==> src/rtl/datapath_pkg.sv <==
// Shared datapath types and the default depth of the load result queue.
package datapath_pkg;

  localparam int unsigned LRQ_DEPTH = 4;
  localparam int unsigned WORD_W    = 32;
  localparam int unsigned REGBITS_W = 5;

  typedef logic [WORD_W-1:0]    word_t;
  typedef logic [REGBITS_W-1:0] regbits_t;

endpackage

==> src/rtl/sync_fifo.sv <==
// Parameterised synchronous FIFO with an occupancy count.
// A push while full is accepted only when a pop happens in the same cycle.
module sync_fifo #(
  parameter int unsigned DEPTH = 4,
  parameter int unsigned WIDTH = 8
) (
  input  logic             clk,
  input  logic             rst,
  input  logic             push,
  input  logic [WIDTH-1:0] wdata,
  input  logic             pop,
  output logic [WIDTH-1:0] rdata,
  output logic             empty
);

  localparam int unsigned AW = $clog2(DEPTH);

  logic [WIDTH-1:0] mem [DEPTH];
  logic [AW-1:0]    wr_ptr;
  logic [AW-1:0]    rd_ptr;
  logic [AW:0]      count;
  logic             full;
  logic             do_push;
  logic             do_pop;

  assign empty   = (count == '0);
  assign full    = (count == (AW+1)'(DEPTH));
  assign do_pop  = pop && !empty;
  assign do_push = push && (!full || do_pop);
  assign rdata   = mem[rd_ptr];

  always_ff @(posedge clk) begin
    if (do_push) mem[wr_ptr] <= wdata;
  end

  always_ff @(posedge clk) begin
    if (rst) begin
      wr_ptr <= '0;
      rd_ptr <= '0;
      count  <= '0;
    end else begin
      if (do_push) wr_ptr <= wr_ptr + 1'b1;
      if (do_pop)  rd_ptr <= rd_ptr + 1'b1;
      case ({do_push, do_pop})
        2'b10:   count <= count + 1'b1;
        2'b01:   count <= count - 1'b1;
        default: count <= count;
      endcase
    end
  end

endmodule

==> src/rtl/load_result_queue.sv <==
// In-order load result queue: tags wait for memory responses, results wait for writeback.
// Optional same-cycle response bypass: define LOAD_RESULT_QUEUE_BYPASS_EN.
module load_result_queue
  import datapath_pkg::*;
#(
  parameter int unsigned DEPTH  = LRQ_DEPTH,
  parameter int unsigned REG_W  = $bits(regbits_t),
  parameter int unsigned DATA_W = $bits(word_t)
) (
  input  logic                     CLK,
  input  logic                     nRST,
  input  logic                     issue_valid,
  input  logic [REG_W-1:0]         issue_rd,
  output logic                     issue_ready,
  input  logic                     dmem_valid,
  input  logic [DATA_W-1:0]        dmem_rdata,
  output logic                     load_ready,
  output logic [REG_W-1:0]         reg_sel_load,
  output logic [DATA_W-1:0]        dmemload,
  input  logic                     load_done,
  output logic [$clog2(DEPTH):0]   in_flight,
  output logic                     err
);

  localparam int unsigned CW = $clog2(DEPTH) + 1;

  logic              issue_acc;
  logic              tag_empty;
  logic [REG_W-1:0]  tag_head;
  logic              resp_ok;
  logic              res_push;
  logic              res_pop;
  logic              res_empty;
  logic [REG_W-1:0]  res_rd;
  logic [DATA_W-1:0] res_data;
  logic [REG_W-1:0]  head_rd;
  logic [DATA_W-1:0] head_data;
  logic              consume;
  logic              err_set;

  assign issue_ready = (in_flight < CW'(DEPTH));
  assign issue_acc   = issue_valid && issue_ready;
  assign resp_ok     = dmem_valid && !tag_empty;
  assign res_pop     = load_done && !res_empty;

  sync_fifo #(.DEPTH(DEPTH), .WIDTH(REG_W)) u_tag_fifo (
    .clk   (CLK),
    .rst   (nRST),
    .push  (issue_acc),
    .wdata (issue_rd),
    .pop   (resp_ok),
    .rdata (tag_head),
    .empty (tag_empty)
  );

  sync_fifo #(.DEPTH(DEPTH), .WIDTH(REG_W + DATA_W)) u_res_fifo (
    .clk   (CLK),
    .rst   (nRST),
    .push  (res_push),
    .wdata ({tag_head, dmem_rdata}),
    .pop   (res_pop),
    .rdata ({res_rd, res_data}),
    .empty (res_empty)
  );

`ifdef LOAD_RESULT_QUEUE_BYPASS_EN
  logic bypass_hit;

  // A response arriving at an empty result FIFO is presented directly; if it is
  // consumed in that cycle it never enters the FIFO.
  assign bypass_hit = res_empty && resp_ok;
  assign load_ready = !res_empty || bypass_hit;
  assign res_push   = resp_ok && !(bypass_hit && load_done);
  assign head_rd    = res_empty ? tag_head   : res_rd;
  assign head_data  = res_empty ? dmem_rdata : res_data;
`else
  assign load_ready = !res_empty;
  assign res_push   = resp_ok;
  assign head_rd    = res_rd;
  assign head_data  = res_data;
`endif

  assign reg_sel_load = load_ready ? head_rd   : '0;
  assign dmemload     = load_ready ? head_data : '0;
  assign consume      = load_done && load_ready;
  assign err_set      = (dmem_valid && tag_empty) || (load_done && !load_ready);

  always_ff @(posedge CLK) begin
    if (nRST) begin
      in_flight <= '0;
      err       <= 1'b0;
    end else begin
      case ({issue_acc, consume})
        2'b10:   in_flight <= in_flight + 1'b1;
        2'b01:   in_flight <= in_flight - 1'b1;
        default: in_flight <= in_flight;
      endcase
      if (err_set) err <= 1'b1;
    end
  end

endmodule

==> config.mk <==
export PLATFORM = sky130hd
export DESIGN_NAME = load_result_queue
export DESIGN_NICKNAME = d
export VERILOG_FILES = /design/src/rtl/datapath_pkg.sv /design/src/rtl/sync_fifo.sv /design/src/rtl/load_result_queue.sv
export SDC_FILE = /design/constraint.sdc
export NUM_CORES = 1
export LEC_CHECK = 0
export ABC_AREA = 1
export BUFFER_PORTS_ARGS = -buffer_cell sky130_fd_sc_hd__buf_4
export CAP_MARGIN = 20
export CORE_ASPECT_RATIO = 0.7
export CORE_UTILIZATION = 55
export DETAILED_ROUTE_END_ITERATION = 8
export PLACE_DENSITY = 0.83
export SLEW_MARGIN = 25
export SYNTH_ARGS = -nofsm -noshare
export SYNTH_HDL_FRONTEND = slang
export SYNTH_HIERARCHICAL = 1
export SYNTH_SLANG_ARGS = --single-unit
==> constraint.sdc <==
create_clock -name CLK -period 6.91 [get_ports CLK]
set_input_delay 0.691 -clock CLK [delete_from_list [all_inputs] [get_ports CLK]]
set_output_delay 0.691 -clock CLK [all_outputs]
set_load 0.005 [all_outputs]
* After elaboration in Yosys (flattened, before gate mapping)
Memories as Yosys holds them, arrays and structs flattened. A register that Yosys moved wholly into a read port is not among the register bits. Cells that the tools add are included. W data, S select, Z words.
Word-level totals: memory bits (writable) 168, output and inout port bits 43, bits of input ports 42, memories 2, register bits 18, word-level logic and storage cells 63
Operators by class: magnitude comparators 1, add/sub/neg operators 10, reductions and logical operators 21, equality and inequality tests 8, mux-type cells 13
Memories:
- u_res_fifo.mem | depth 4, width 37, read ports 1, clocked after memory_dff 1, write ports 1, RTL line sync_fifo.sv:18 | logic [WIDTH-1:0] mem [DEPTH];
- u_tag_fifo.mem | depth 4, width 5, read ports 1, clocked after memory_dff 1, write ports 1, RTL line sync_fifo.sv:18
Operator list (count):
- $mux W32 | 1
- $pmux W3 S2 | 3
- $add A3 B1 Y3 const B | 3
- $logic_and A1 B1 Y1 | 9
- $sub A3 B1 Y3 const B | 3
- $add A2 B1 Y2 const B | 4
- $mux W2 | 4
- $eq A2 B1 Y1 const B | 3
- $eq A2 B2 Y1 const B | 3
- $eq A3 B3 Y1 const B | 2
- $logic_not A3 Y1 | 2
- $reduce_bool A2 Y1 | 3
- $mux W5 | 1
- $logic_not A1 Y1 | 4
- $mux W1 | 4
- $logic_or A1 B1 Y1 | 3
- $lt A3 B3 Y1 const B | 1

* Logic depth before layout (Yosys ltp)
depth in word-level cells 8, mapped depth 16, depth with buffers taken out 16

* Hierarchy
Netlist, hierarchy kept.
Modules (own cells, without submodules):
- sync_fifo (u_res_fifo) | times used 1, sequential area each 4624.4 µm², cells each 424, area each 5999.5 µm²
- sync_fifo (u_tag_fifo) | times used 1, sequential area each 780.7 µm², cells each 121, area each 1253.7 µm²
- load_result_queue | times used 1, sequential area each 80.1 µm², cells each 114, area each 553.0 µm²

* Least setup slack after synthesis
No wires, ideal clock.
path type input port to flip-flop, start point input dmem_valid, end point memory u_res_fifo/mem[0][0] in the netlist's numbering, enable pin, stages on the path 4, library setup time 0.431 ns, path buffers 0, arrival time 2.851 ns, data required time 6.479 ns, path slack 3.628 ns, cells stage by stage inv_1 > nor2_1 > o21ai_4 > nor2_1
On the way: word-level cells in the longest chain between the ends 4
RTL lines:
- start, declared | RTL line load_result_queue.sv:15 | input logic dmem_valid,
- $logic_and A1 B1 Y1 | RTL line load_result_queue.sv:43 | assign resp_ok = dmem_valid && !tag_empty;
- net res_push | RTL line load_result_queue.sv:31 | logic res_push;
- $logic_and A1 B1 Y1 | RTL line sync_fifo.sv:29 | assign do_push = push && (!full || do_pop);
- $mux W1 | RTL line sync_fifo.sv:33 | if (do_push) mem[wr_ptr] <= wdata;
- $mux W1 (not written as such) | RTL line sync_fifo.sv:33
- end, declared | RTL line sync_fifo.sv:18
The timed path passes the listed nets, and every way through them passes these cells.

==> impl_metrics.ini <==
[cts]
clock-sinks = 190
cts_tree = yes
cts_max_level = 4
ctsRootBufferMaster = clkbuf_16
insertion_delay_ns = 0.43
cts_hold_buf = 0
postCtsSetupRepairBufs = 0
cts-resized-gates = 0
clk_pin_slew_ns = 0.06
clock_path_buffers = 2
numCtsBuffers = 17

[worst_setup_path]
critical_path.max_fanout = 38
rr_worst_depth = 7
criticalPathCategory = reg2out
r2r-end = u_res_fifo/mem[1][26]
endpoint_kind = output pin
r2r-start = u_tag_fifo/count[1]
worstPathRequired_ns = 6.22
cp_data_arrival_time_ns = 2.31
startpoint_type = register
rrSetupSlack_ns = 4.24

[synth]
yosysUniqueCellTypes = 26
synth_area_leader_cell = edfxtp_1
synth.area.top_cells = edfxtp_1, nor2_1, dfxtp_1
ys_ff_latch = 190
synth_top_area_share_pct = 64.6
synth.avg_cell_area_um2 = 11.8
yosysSeqAreaShare_pct = 70.3
ys_async_sr_fraction_pct = 0
syn_nets = 714
synth_edf_count = 168
synth.most_common_cell = edfxtp_1
ys_warn_count = 6
syn_area_mm2 = 0.00781
postSynthCellCount = 659
synth-main-ff-cell = edfxtp_1
synthTopCellsByCount = edfxtp_1, nor2_1, inv_1

[die]
die_w_um = 144
core-area_mm2 = 0.0139
rows = 36
die-area_mm2 = 0.0147
ios = 85
start_util_pct = 56.3
chipHeight_um = 102

[global_routing]
grt_max_degree = 75
antenna_found_initial = 0
grt_use_total_pct = 23.3
grt_first_pass_wirelength_um = 25200
grt_overflow_total = 0
first_global_vias = 4985

[hold_path]
min_path_cells = 2
hold_class = in2reg
min_from = nRST

[routing]
ant_nets = 0
dr.first_iter.drc_count = 369
drt_wl_total_um = 16300
wl_per_cell_um = 17.3
dr.pass1.iters = 6
drc = 0
via_count = 5163
avgViaCountPerCell = 5.47

[power]
leakagePower_nw = 3.52
switchingPower_mw = 1.16
pwr-share-comb_pct = 31.0
switching_share_pct = 32.7
powerDensity_mw_per_mm2 = 390
seqPwrFrac_pct = 42.9
max-vdd-ir-drop_mv = 0.285
intPower_mw = 2.40
p_clk_share_pct = 26.1

[timing]
finalCritPeriodShare_pct = 43.4
period_needed_ns = 3.00
relSlewSlack_pct = 50.1
clock-skew-final_ns = 0.00738
finalSetupTns_ns = 0
tightest_slew_ns = 0.749
fmax_mhz = 333
setup_viol = 0
rsz0062_at_grt = false
slew_viol_final = 0
hold_viol = 0

[finish]
nets = 796
syn2layout_area_growth_pct = 16.8
drive_gt1_share_pct = 19.1
seqCellArea_mm2 = 0.00549
final_util_pct = 65.7
multi_input_area_mm2 = 0.00181
diodes = 0
fill_cells = 988

[placement]
io_buffer_count = 84
routabilityCongestion = 0.772
dp_hpwl_um = 9530

[run]
drv_cap = 0

[status]
status = complete, no violations
## cells in the final DEF, fill, tap and decap left out, types with 6 or more instances in the layout
cell type	netlist	final
o22ai_1	42	42
o21ai_1	32	32
nand2_1	21	21
o21ai_0	64	64
a21oi_1	12	12
edfxtp_1	168	168
nand2_2	7	7
nor2_1	144	140
dfxtp_1	22	21
nand3_1	8	8
ha_1	10	10
clkbuf_16	0	17
buf_4	2	91
inv_1	84	83
nor2_4	2	6
## metal layers
| metal | track usage, % | part of all wire [%] |
|---|---|---|
| met2 | 37.2 | 49 |
| met4 | 9.80 | 1.9 |
| met3 | 5.39 | 6.9 |
| met5 | 0 | 0 |
| met1 | 30.9 | 42 |
## through the flow
step / hold slack [ns] / cells / worst slack, ns / power, mW / instance area (um^2)
global placement: 0.445 / 912 / 4.03 / 2.58 / 8560
CTS: 0.441 / 944 / 3.88 / 3.58 / 9120
global route: 0.444 / 944 / 3.78 / 3.75 / 9120
finish: 0.452 / 944 / 3.91 / 3.56 / 9120
detailed placement: 0.465 / 912 / 4.08 / 2.64 / 8560
floorplan: 0.436 / 659 / 3.63 / 2.22 / 7810
## logic make-up after synthesis
logic type | synth area share (%)
adders and majority gates | 2.37
and+or+nand+nor | 9.67
AOI/OAI and AO/OA | 10.8
buffers and inverters | 6.88
DFF | 70.3
## worst max path at each step
stage                     slack [ns]               endpoint        from
after floorplan                 3.63   u_res_fifo/mem[0][0]  dmem_valid
after global placement          4.03        reg_sel_load[4]    register
after detailed placement        4.08  u_res_fifo/mem[1][26]  dmem_valid
after CTS                       3.88        reg_sel_load[4]    register
after global routing            3.78        reg_sel_load[4]    register
final                           3.91        reg_sel_load[4]    register
## flip-flops by register name (all words and copies together) (netlist names), named ones only
register / flops
u_tag_fifo/count: 3
u_res_fifo/count: 3
u_res_fifo/mem: 148
err: 1
u_tag_fifo/wr_ptr: 2
u_tag_fifo/mem: 20
u_res_fifo/rd_ptr: 2
u_tag_fifo/rd_ptr: 2
in_flight: 3
u_res_fifo/wr_ptr: 2
## power by group through the flow
stage          clock (mW)  sequential [mW]  combinational [mW]
2_1_floorplan           0             1.53               0.687
3_3_place_gp            0             1.54                1.04
3_5_place_dp            0             1.55                1.09
4_1_cts             0.939             1.53                1.11
5_1_grt             0.988             1.54                1.22
6_report            0.928             1.53                1.11
## cell type report
type                       instances  share of cell area [%]
clock buffer                      22                    5.20
clock inverter                    10                   0.974
inverter                          89                    3.69
multi-input combinational        352                    19.9
sequential                       190                    60.2
tap                              190                    2.61
timing repair buffer              91                    7.49
## critical path: stages (launching register included)
cell	delay (ns)
dfxtp_1	0.30
buf_4	0.26
inv_2	0.56
o21ai_0	0.21
o22ai_1	0.17
inv_1	0.08
nor2_1	0.14
buf_4	0.14
Note: power is estimated with default switching activity, not from simulation.
